## src/rtl/jt10_adpcmb_fetch.sv

```systemverilog
// ADPCM-B sample fetcher: walks ROM start..end through a 2-byte buffer, emitting nibbles high-first at delta_n/65536 per cen.
// First code 3 cen after play rises; a late ROM holds the current code and raises underrun.
module jt10_adpcmb_fetch #(
   parameter int ADDRW = 24
) (
   input  logic             clk,
   input  logic             rst_n,
   input  logic             cen,
   input  logic             play,
   input  logic             repeat_en,
   input  logic [15:0]      start_addr,
   input  logic [15:0]      end_addr,
   input  logic [15:0]      delta_n,
   input  logic             flag_clr,
   output logic [ADDRW-1:0] rom_addr,
   output logic             rom_cs,
   input  logic [7:0]       rom_data,
   input  logic             rom_ok,
   output logic [3:0]       data,
   output logic             chon,
   output logic             adv,
   output logic             eos,
   output logic             underrun
);

   localparam logic [1:0] IDLE  = 2'd0;
   localparam logic [1:0] PRIME = 2'd1;
   localparam logic [1:0] PLAY  = 2'd2;

   logic [1:0]       st;
   logic             play_d;
   logic             fetching;
   logic [7:0]       cur;
   logic [7:0]       nxt;
   logic             cur_valid;
   logic             nxt_valid;
   logic             cur_end;
   logic             nxt_end;
   logic             nib;
   logic [15:0]      acc;
   logic [16:0]      sum;
   logic [ADDRW-1:0] start_byte;
   logic [ADDRW-1:0] end_byte;
   logic             play_rise;
   logic             in_fetch;
   logic             carry;
   logic             at_end;
   logic             done;
   logic             consume;
   logic             accept;
   logic             cur_valid_n;
   logic             nxt_valid_n;
   logic             fetching_n;

   assign start_byte = ADDRW'({start_addr, 8'h00});
   assign end_byte   = ADDRW'({end_addr, 8'hFF});
   assign play_rise  = play & ~play_d;
   assign in_fetch   = (st == PRIME) || (st == PLAY);
   assign sum        = {1'b0, acc} + {1'b0, delta_n};
   assign carry      = sum[16];
   assign at_end     = (rom_addr == end_byte);
   assign done       = (st == PLAY) & carry & nib & cur_end & ~repeat_en;
   assign consume    = (st == PLAY) & carry & nib & ~done & nxt_valid;
   // rom_cs is only raised one cen after rom_addr settles, so a registered
   // rom_cs already skips the first rom_ok after an address change.
   assign accept     = in_fetch & play & ~play_rise & ~done & rom_cs & rom_ok;
   assign cur_valid_n = cur_valid | accept;
   assign nxt_valid_n = (nxt_valid & ~consume) | (accept & cur_valid);
   assign fetching_n  = fetching & ~(accept & at_end & ~repeat_en);

   always_ff @(posedge clk or negedge rst_n) begin
      if (!rst_n) begin
         st        <= IDLE;
         play_d    <= 1'b0;
         fetching  <= 1'b0;
         cur       <= 8'h00;
         nxt       <= 8'h00;
         cur_valid <= 1'b0;
         nxt_valid <= 1'b0;
         cur_end   <= 1'b0;
         nxt_end   <= 1'b0;
         nib       <= 1'b0;
         acc       <= 16'h0000;
         rom_addr  <= '0;
         rom_cs    <= 1'b0;
         data      <= 4'h0;
         chon      <= 1'b0;
         adv       <= 1'b0;
         eos       <= 1'b0;
         underrun  <= 1'b0;
      end else if (cen) begin
         play_d   <= play;
         adv      <= 1'b0;
         eos      <= eos & ~flag_clr;
         underrun <= underrun & ~flag_clr;
         if (!play) begin
            st     <= IDLE;
            chon   <= 1'b0;
            rom_cs <= 1'b0;
            data   <= 4'h0;
         end else if (play_rise) begin
            st        <= PRIME;
            rom_addr  <= start_byte;
            rom_cs    <= 1'b0;
            fetching  <= 1'b1;
            acc       <= 16'h0000;
            nib       <= 1'b0;
            cur_valid <= 1'b0;
            nxt_valid <= 1'b0;
            chon      <= 1'b0;
            data      <= 4'h0;
         end else begin
            if (st == PRIME && cur_valid) begin
               st   <= PLAY;
               chon <= 1'b1;
               data <= cur[7:4];
               adv  <= 1'b1;
            end
            if (st == PLAY) begin
               acc <= sum[15:0];
               if (carry && !nib) begin
                  nib  <= 1'b1;
                  data <= cur[3:0];
                  adv  <= 1'b1;
               end
               if (carry && nib && cur_end) eos <= 1'b1;
               if (done) begin
                  st   <= IDLE;
                  chon <= 1'b0;
                  data <= 4'h0;
               end
               if (consume) begin
                  cur     <= nxt;
                  cur_end <= nxt_end;
                  nib     <= 1'b0;
                  data    <= nxt[7:4];
                  adv     <= 1'b1;
               end
               // Stalled byte: keep nib=1 so the next carry retries the swap.
               if (carry && nib && !done && !nxt_valid) underrun <= 1'b1;
            end
            if (accept) begin
               if (!cur_valid) begin
                  cur     <= rom_data;
                  cur_end <= at_end;
               end else begin
                  nxt     <= rom_data;
                  nxt_end <= at_end;
               end
               if (!at_end)        rom_addr <= rom_addr + ADDRW'(1);
               else if (repeat_en) rom_addr <= start_byte;
            end
            cur_valid <= cur_valid_n;
            nxt_valid <= nxt_valid_n;
            fetching  <= fetching_n;
            rom_cs    <= in_fetch & ~done & fetching_n & ~accept & ~(cur_valid_n & nxt_valid_n);
         end
      end
   end

endmodule

```

## config.mk

```make
export PLATFORM = sky130hd
export DESIGN_NAME = jt10_adpcmb_fetch
export DESIGN_NICKNAME = d
export VERILOG_FILES = /design/src/rtl/jt10_adpcmb_fetch.sv
export SDC_FILE = /design/constraint.sdc
export NUM_CORES = 1
export LEC_CHECK = 0
export CORE_MARGIN = 2
export CORE_UTILIZATION = 47
export CTS_CLUSTER_DIAMETER = 60
export DETAILED_ROUTE_END_ITERATION = 7
export DONT_BUFFER_PORTS = 1
export GPL_TIMING_DRIVEN = 0
export PLACE_DENSITY = 0.7
export SLEW_MARGIN = 10
export SYNTH_ARGS = -nofsm -noshare
export SYNTH_HDL_FRONTEND = slang
export SYNTH_SLANG_ARGS = --single-unit
export TNS_END_PERCENT = 1
```

## constraint.sdc

```tcl
create_clock -name clk -period 4.2 [get_ports clk]
set_input_delay 0.21 -clock clk [delete_from_list [all_inputs] [get_ports clk]]
set_output_delay 0.21 -clock clk [all_outputs]
set_load 0.01 [all_outputs]
```

==> Word level (Yosys, flattened, before mapping) <==
Index checks and enable logic that the tools add are counted.
{ "totals": {"ff_bits": 74} }
{ "op_classes": {"addsub": 2, "n_eq_ne": 4, "n_mux": 54, "bitwise": 35, "n_reduce_logical": 19} }
{ "ops": {"columns": ["operator", "count"], "rows": [
  ["$mux W24", 4],
  ["$mux W1", 32],
  ["$mux W16", 2],
  ["$mux W8", 4],
  ["$mux W4", 7],
  ["$add A24 B1 Y24 const B", 1],
  ["$and A1 B1 Y1", 24],
  ["$eq A24 B24 Y1", 1],
  ["$add A16 B16 Y17", 1],
  ["$mux W2", 5],
  ["$not A1 Y1", 9],
  ["$reduce_and A4 Y1", 2],
  ["$logic_and A1 B1 Y1", 6],
  ["$reduce_and A3 Y1", 2],
  ["$reduce_and A5 Y1", 1],
  ["$reduce_bool A2 Y1", 2],
  ["$logic_not A1 Y1", 3],
  ["$ne A3 B3 Y1 const B", 1],
  ["$reduce_bool A3 Y1", 1],
  ["$eq A2 B1 Y1 const B", 1],
  ["$eq A2 B2 Y1 const B", 1],
  ["$or A1 B1 Y1", 2],
  ["$reduce_and A2 Y1", 1],
  ["$logic_or A1 B1 Y1", 1]
]} }

==> Longest topological paths before layout <==
{ "logic_depth": {"word_depth": 18, "ltp_mapped": 13, "depth_no_buf": 11} }

==> Least setup slack after synthesis <==
Ideal clock, no wire load.
{ "synth_path": {"path_kind": "register to register", "from": "register acc[0]", "to": "register nxt[0]", "arrival_time_ps": 2537, "t_required_ps": 4075, "path_slack_ps": 1539, "stages_incl_launch_ff": 12, "synth_period_minus_slack_ps": 2661, "path_cell_list": "dfrtp_1 > ha_1 > inv_1 > fa_1 > nor2b_4 > o31a_1 > o41a_1 > a21bo_1 > nand2_2 > nand2_2 > nor2_4 > mux2_2"} }
{ "synth_between": {"elab_chain_cells": 10} }
{ "synth_lines": {"columns": ["element", "line_no", "source"], "rows": [
  ["start, declared", "40", "logic [15:0] acc;"],
  ["start signal, assigned", "120", "acc <= sum[15:0];"],
  ["$add A16 B16 Y17", "59", "assign sum = {1'b0, acc} + {1'b0, delta_n};"],
  ["$and A1 B1 Y1 (4 in a row)", "62", "assign done = (st == PLAY) & carry & nib & cur_end & ~repeat_en;"],
  ["$not A1 Y1", "66", "assign accept = in_fetch & play & ~play_rise & ~done & rom_cs & rom_ok;"],
  ["$and A1 B1 Y1 (3 in a row)", "66", null],
  ["$reduce_and A5 Y1 (no source line)", null, null],
  ["end signal, assigned", "147", "nxt <= rom_data;"],
  ["end, declared", "34", "logic [7:0] nxt;"]
]} }
No other way between the ends.
A chain may end at the register's enable or synchronous reset.

==> Final worst setup path <==
{ "layout_path": {"from": "register acc[0]", "to": "register cur_end"} }
{ "layout_between": {"elab_chain_cells": 12, "word_cells_on_any_way": 15, "cone_classes": "add/sub: 1; mux: 4; bitwise: 10"} }
{ "layout_lines": {"columns": ["element", "line_no", "source"], "rows": [
  ["$add A16 B16 Y17 *", "59", null],
  ["$and A1 B1 Y1 * (2 in a row)", "62, 63", null],
  ["$and A1 B1 Y1 (2 in a row)", "62", null],
  ["$not A1 Y1", "63, 66", null],
  ["$and A1 B1 Y1 (2 in a row)", "63", "assign consume = (st == PLAY) & carry & nib & ~done & nxt_valid;"],
  ["$mux W1", "132", "if (consume) begin"],
  ["$mux W1", "119", "if (st == PLAY) begin"],
  ["$mux W1", "143", "if (!cur_valid) begin"],
  ["$mux W1 *", "142", "if (accept) begin"],
  ["end signal, assigned", "134", "cur_end <= nxt_end;"],
  ["end signal, assigned", "145", "cur_end <= at_end;"],
  ["end, declared", "37", "logic cur_end;"]
]} }
Every way passes the cells marked *; elsewhere a longest branch is shown, timed or not.

==> impl_metrics.toml <==
[placed_design]
post-place-cells = 651
numPortBuffers = 0
half_perimeter_wire_length_after_detailed_placement_um = 8710
preCtsSetupSlack_ps = 1070
gp_routability_congestion = 0.902

[synth]
synth-edff-count = 0
synthArstFlopShare_pct = 100
synth-adder-area-share_pct = 5.54
syn-cell-area_sq_um = 4650
yosys.cell_types.count = 63
synth_flop_cell = "dfrtp_1"
synth-compound-area-share_pct = 24.7
yosys_warnings = 0
synth.area.mux_share_pct = 2.58
postSynthRegisterBits = 74
syn-instance-count = 518
combinational_family_with_the_most_area_after_synthesis = "compound AO/OA/AOI/OAI gates"
synth-simple-area-share_pct = 17.9
synth.yosys.seq_area_share_pct = 39.8
synth_xor_area_share_pct = 5.27
postSynthAreaPerCell_sq_um = 8.98
synth_fp_nets = 601

[floorplanning]
core_area_sq_um = 9680
die-height_um = 104
std_cell_rows = 36
num_io_pins = 96
die_w_um = 104
floorplan.die_area_sq_um = 10700
effective_utilization_at_floorplan_pct = 48.0

[routing]
routed-via-count = 4074
route.final.wire_length_um = 12100
detail_route.wl_per_cell_um = 17.9
final_antenna_net_count = 0
drc = 0
via_per_inst = 6.04
firstDrtPassIters = 5
detailedRoute.firstIterationViolations = 202

[global_route]
grt_use_total_pct = 22.8
gr-total-overflow = 0
antenna_found_initial = 0
grt_start_max_net_pins = 75
grt_pass1_vias = 4020
grt_first_pass_wirelength_um = 20100

[critical_path]
critical_r2r_launch = "acc[0]"
cp.required_ps = 4440
type_of_the_worst_setup_path = "reg2reg"
crit_chain = "ha_1 > inv_1 > fa_1 > nor2b_4 > o31a_1 > o41a_1 > a21boi_0 > nor3_1 > and3b_1 > buf_2 > inv_1 > o221a_2"
cp_startpoint_kind = "register"
worst_path_largest_cell_delay_ps = 520
worst_path_most_repeated_cell = "inv_1"
critical_path.slowest_cell = "nor3_1"
critPathMaxFanout = 9
critical_path.endpoint_type = "register"
critPathArrivalTime_ps = 3370
critPathLaunch = "acc[0]"

[timing]
fin_hold_ws_ps = 8.63
max_transition_margin_pct = 33.5
maximum_clock_frequency_ghz = 0.319
layout_worst_path_cycle_share_pct = 74.6
unrepaired_setup_endpoints_after_global_routing = "no"
setup_tns_ps = 0
layout_setup_ws_ps = 1070
final_report_setup_violation_count = 0
finalClockSkew_ps = 12.8
final_hold_viol_count = 0
worst_slew_pin_slew_ps = 988
slew_viol_final = 0
min_period_ps = 3130

[final_layout]
layout.cells.most_common_list = "dfrtp_1, nand2_1, a21oi_1, o21ai_0, nand3_1"
multiInputGateArea_sq_um = 2600
drive_above_1_share_pct = 10.9
antenna_diode_count = 0
storage_cell_area_sq_um = 1850
layout.cells.most_common = "dfrtp_1"
fillers = 880
final-instance-count-excl-fill = 675
area_delta_synth_final_pct = 9.68
design.final.nets = 620

[run_status]
run_status = "finished, final reports clean"

[power_and_ir_drop]
leakage_component_of_the_power_uw = 0.00226
cellPowerDensity_nw_per_um2 = 377
vdd_drop_max_v = 0.000242
total_power_uw = 1930

[flow_run]
max-cap-violations = 0

[min_path]
worst_hold_path_type = "in2reg"
hold_start = "rom_data[7]"

[clock_network]
clock-sinks = 74
clock_tree.htree_level_count = 3
clock_path_buffers = 2
cts_tree = "done"
clock-root-buffer = "clkbuf_8"
cts-resized-gates = 0
insertion_delay_ps = 350
path_clk_slew_ps = 80
cts-buffers-inserted = 9
worst max-delay path, delay by kind of cell (launching register included):
family | cells | cell delay [ps]
compound gates | 4 | 860
fa+ha+maj | 2 | 590
buf+inv | 3 | 330
flops | 1 | 350
simple gates | 3 | 900
through the flow:
step                      util (%)  instance area, sq um
after CTS                     52.4                  5070
after global placement        49.8                  4820
after floorplan                  -                  4650
final                         52.7                  5100
after detailed placement      49.8                  4820
after global routing          52.7                  5100
cell families (layout without fill, tap and decap cells):
group | Yosys count | after routing
DFF | 74 | 74
buffers and inverters | 45 | 69
AOI/OAI and AO/OA | 174 | 174
and+or+nand+nor | 166 | 166
xor gates and xnor gates | 28 | 28
adders and majority gates | 20 | 20
muxes | 11 | 11
Yosys cell counts, types with 4 or more instances:
cell / count / share of area, %
dfrtp_1: 74 / 40
nand2_1: 58 / 4.7
a21oi_1: 47 / 5.1
o21ai_0: 42 / 4.5
nand3_1: 25 / 2.7
inv_1: 24 / 1.9
xor2_1: 20 / 3.8
ha_1: 19 / 5.1
nor2_1: 19 / 1.5
nand2b_1: 18 / 2.4
a31oi_1: 15 / 2.0
clkbuf_1: 12 / 0.97
a21o_1: 9 / 1.5
o221a_2: 9 / 2.2
xnor2_1: 8 / 1.5
a21oi_2: 7 / 1.3
and3_1: 7 / 0.94
mux2_2: 7 / 1.7
nand4_1: 7 / 0.94
o31ai_1: 7 / 1.1
nor4_1: 6 / 0.81
and2_1: 5 / 0.67
nor3_1: 5 / 0.54
o311ai_0: 5 / 0.94
buf_2: 4 / 0.43
o221ai_1: 4 / 0.75
timing repair:
action                    CTS  global route
setup buffers               0             0
hold buffers                5             3
hold endpoints to repair   77             3
final timing paths:
path / cells after the start / endpoint / slack (ps)
min in group asynchronous: 2 / acc[10] / 380
min: 1 / nxt[7] / 9
max: 12 / cur_end / 1070
max in group asynchronous: 2 / underrun / 3470
max reg2reg: 12 / cur_end / 1070
min reg2reg: 2 / acc[14] / 490
power breakdown:
part	leakage (uW)	total (uW)	internal [uW]	switching, uW
clock	0.0000893	548	273	275
combinational	0.00121	404	177	227
sequential	0.000967	973	799	175
total	0.00226	1930	1250	677
per-layer routing:
layer | wire length (um) | vias to the layer above | global-route usage (%)
li1 | - | 1945 | -
met1 | 4950 | 1937 | 28.5
met2 | 6010 | 179 | 39.0
met4 | 110 | 0 | 5.79
met3 | 1020 | 13 | 6.61
met5 | 0 | - | 0
state kept, by name (all words and copies together) (netlist names), 2 cells and up:
name and cells:
rom_addr 24, acc 16, cur 8, nxt 8, data 4, st 2
area by class of cell:
cell class / instances / share of cell area [%]
Tap cell: 133 / 3.26
Buffer: 21 / 2.16
Sequential cell: 74 / 36.3
Clock inverter: 5 / 1.08
Inverter: 24 / 1.77
Clock buffer: 11 / 2.57
Multi-Input combinational cell: 399 / 51.0
Timing Repair Buffer: 8 / 1.91
(Power assumes the default switching activity.)
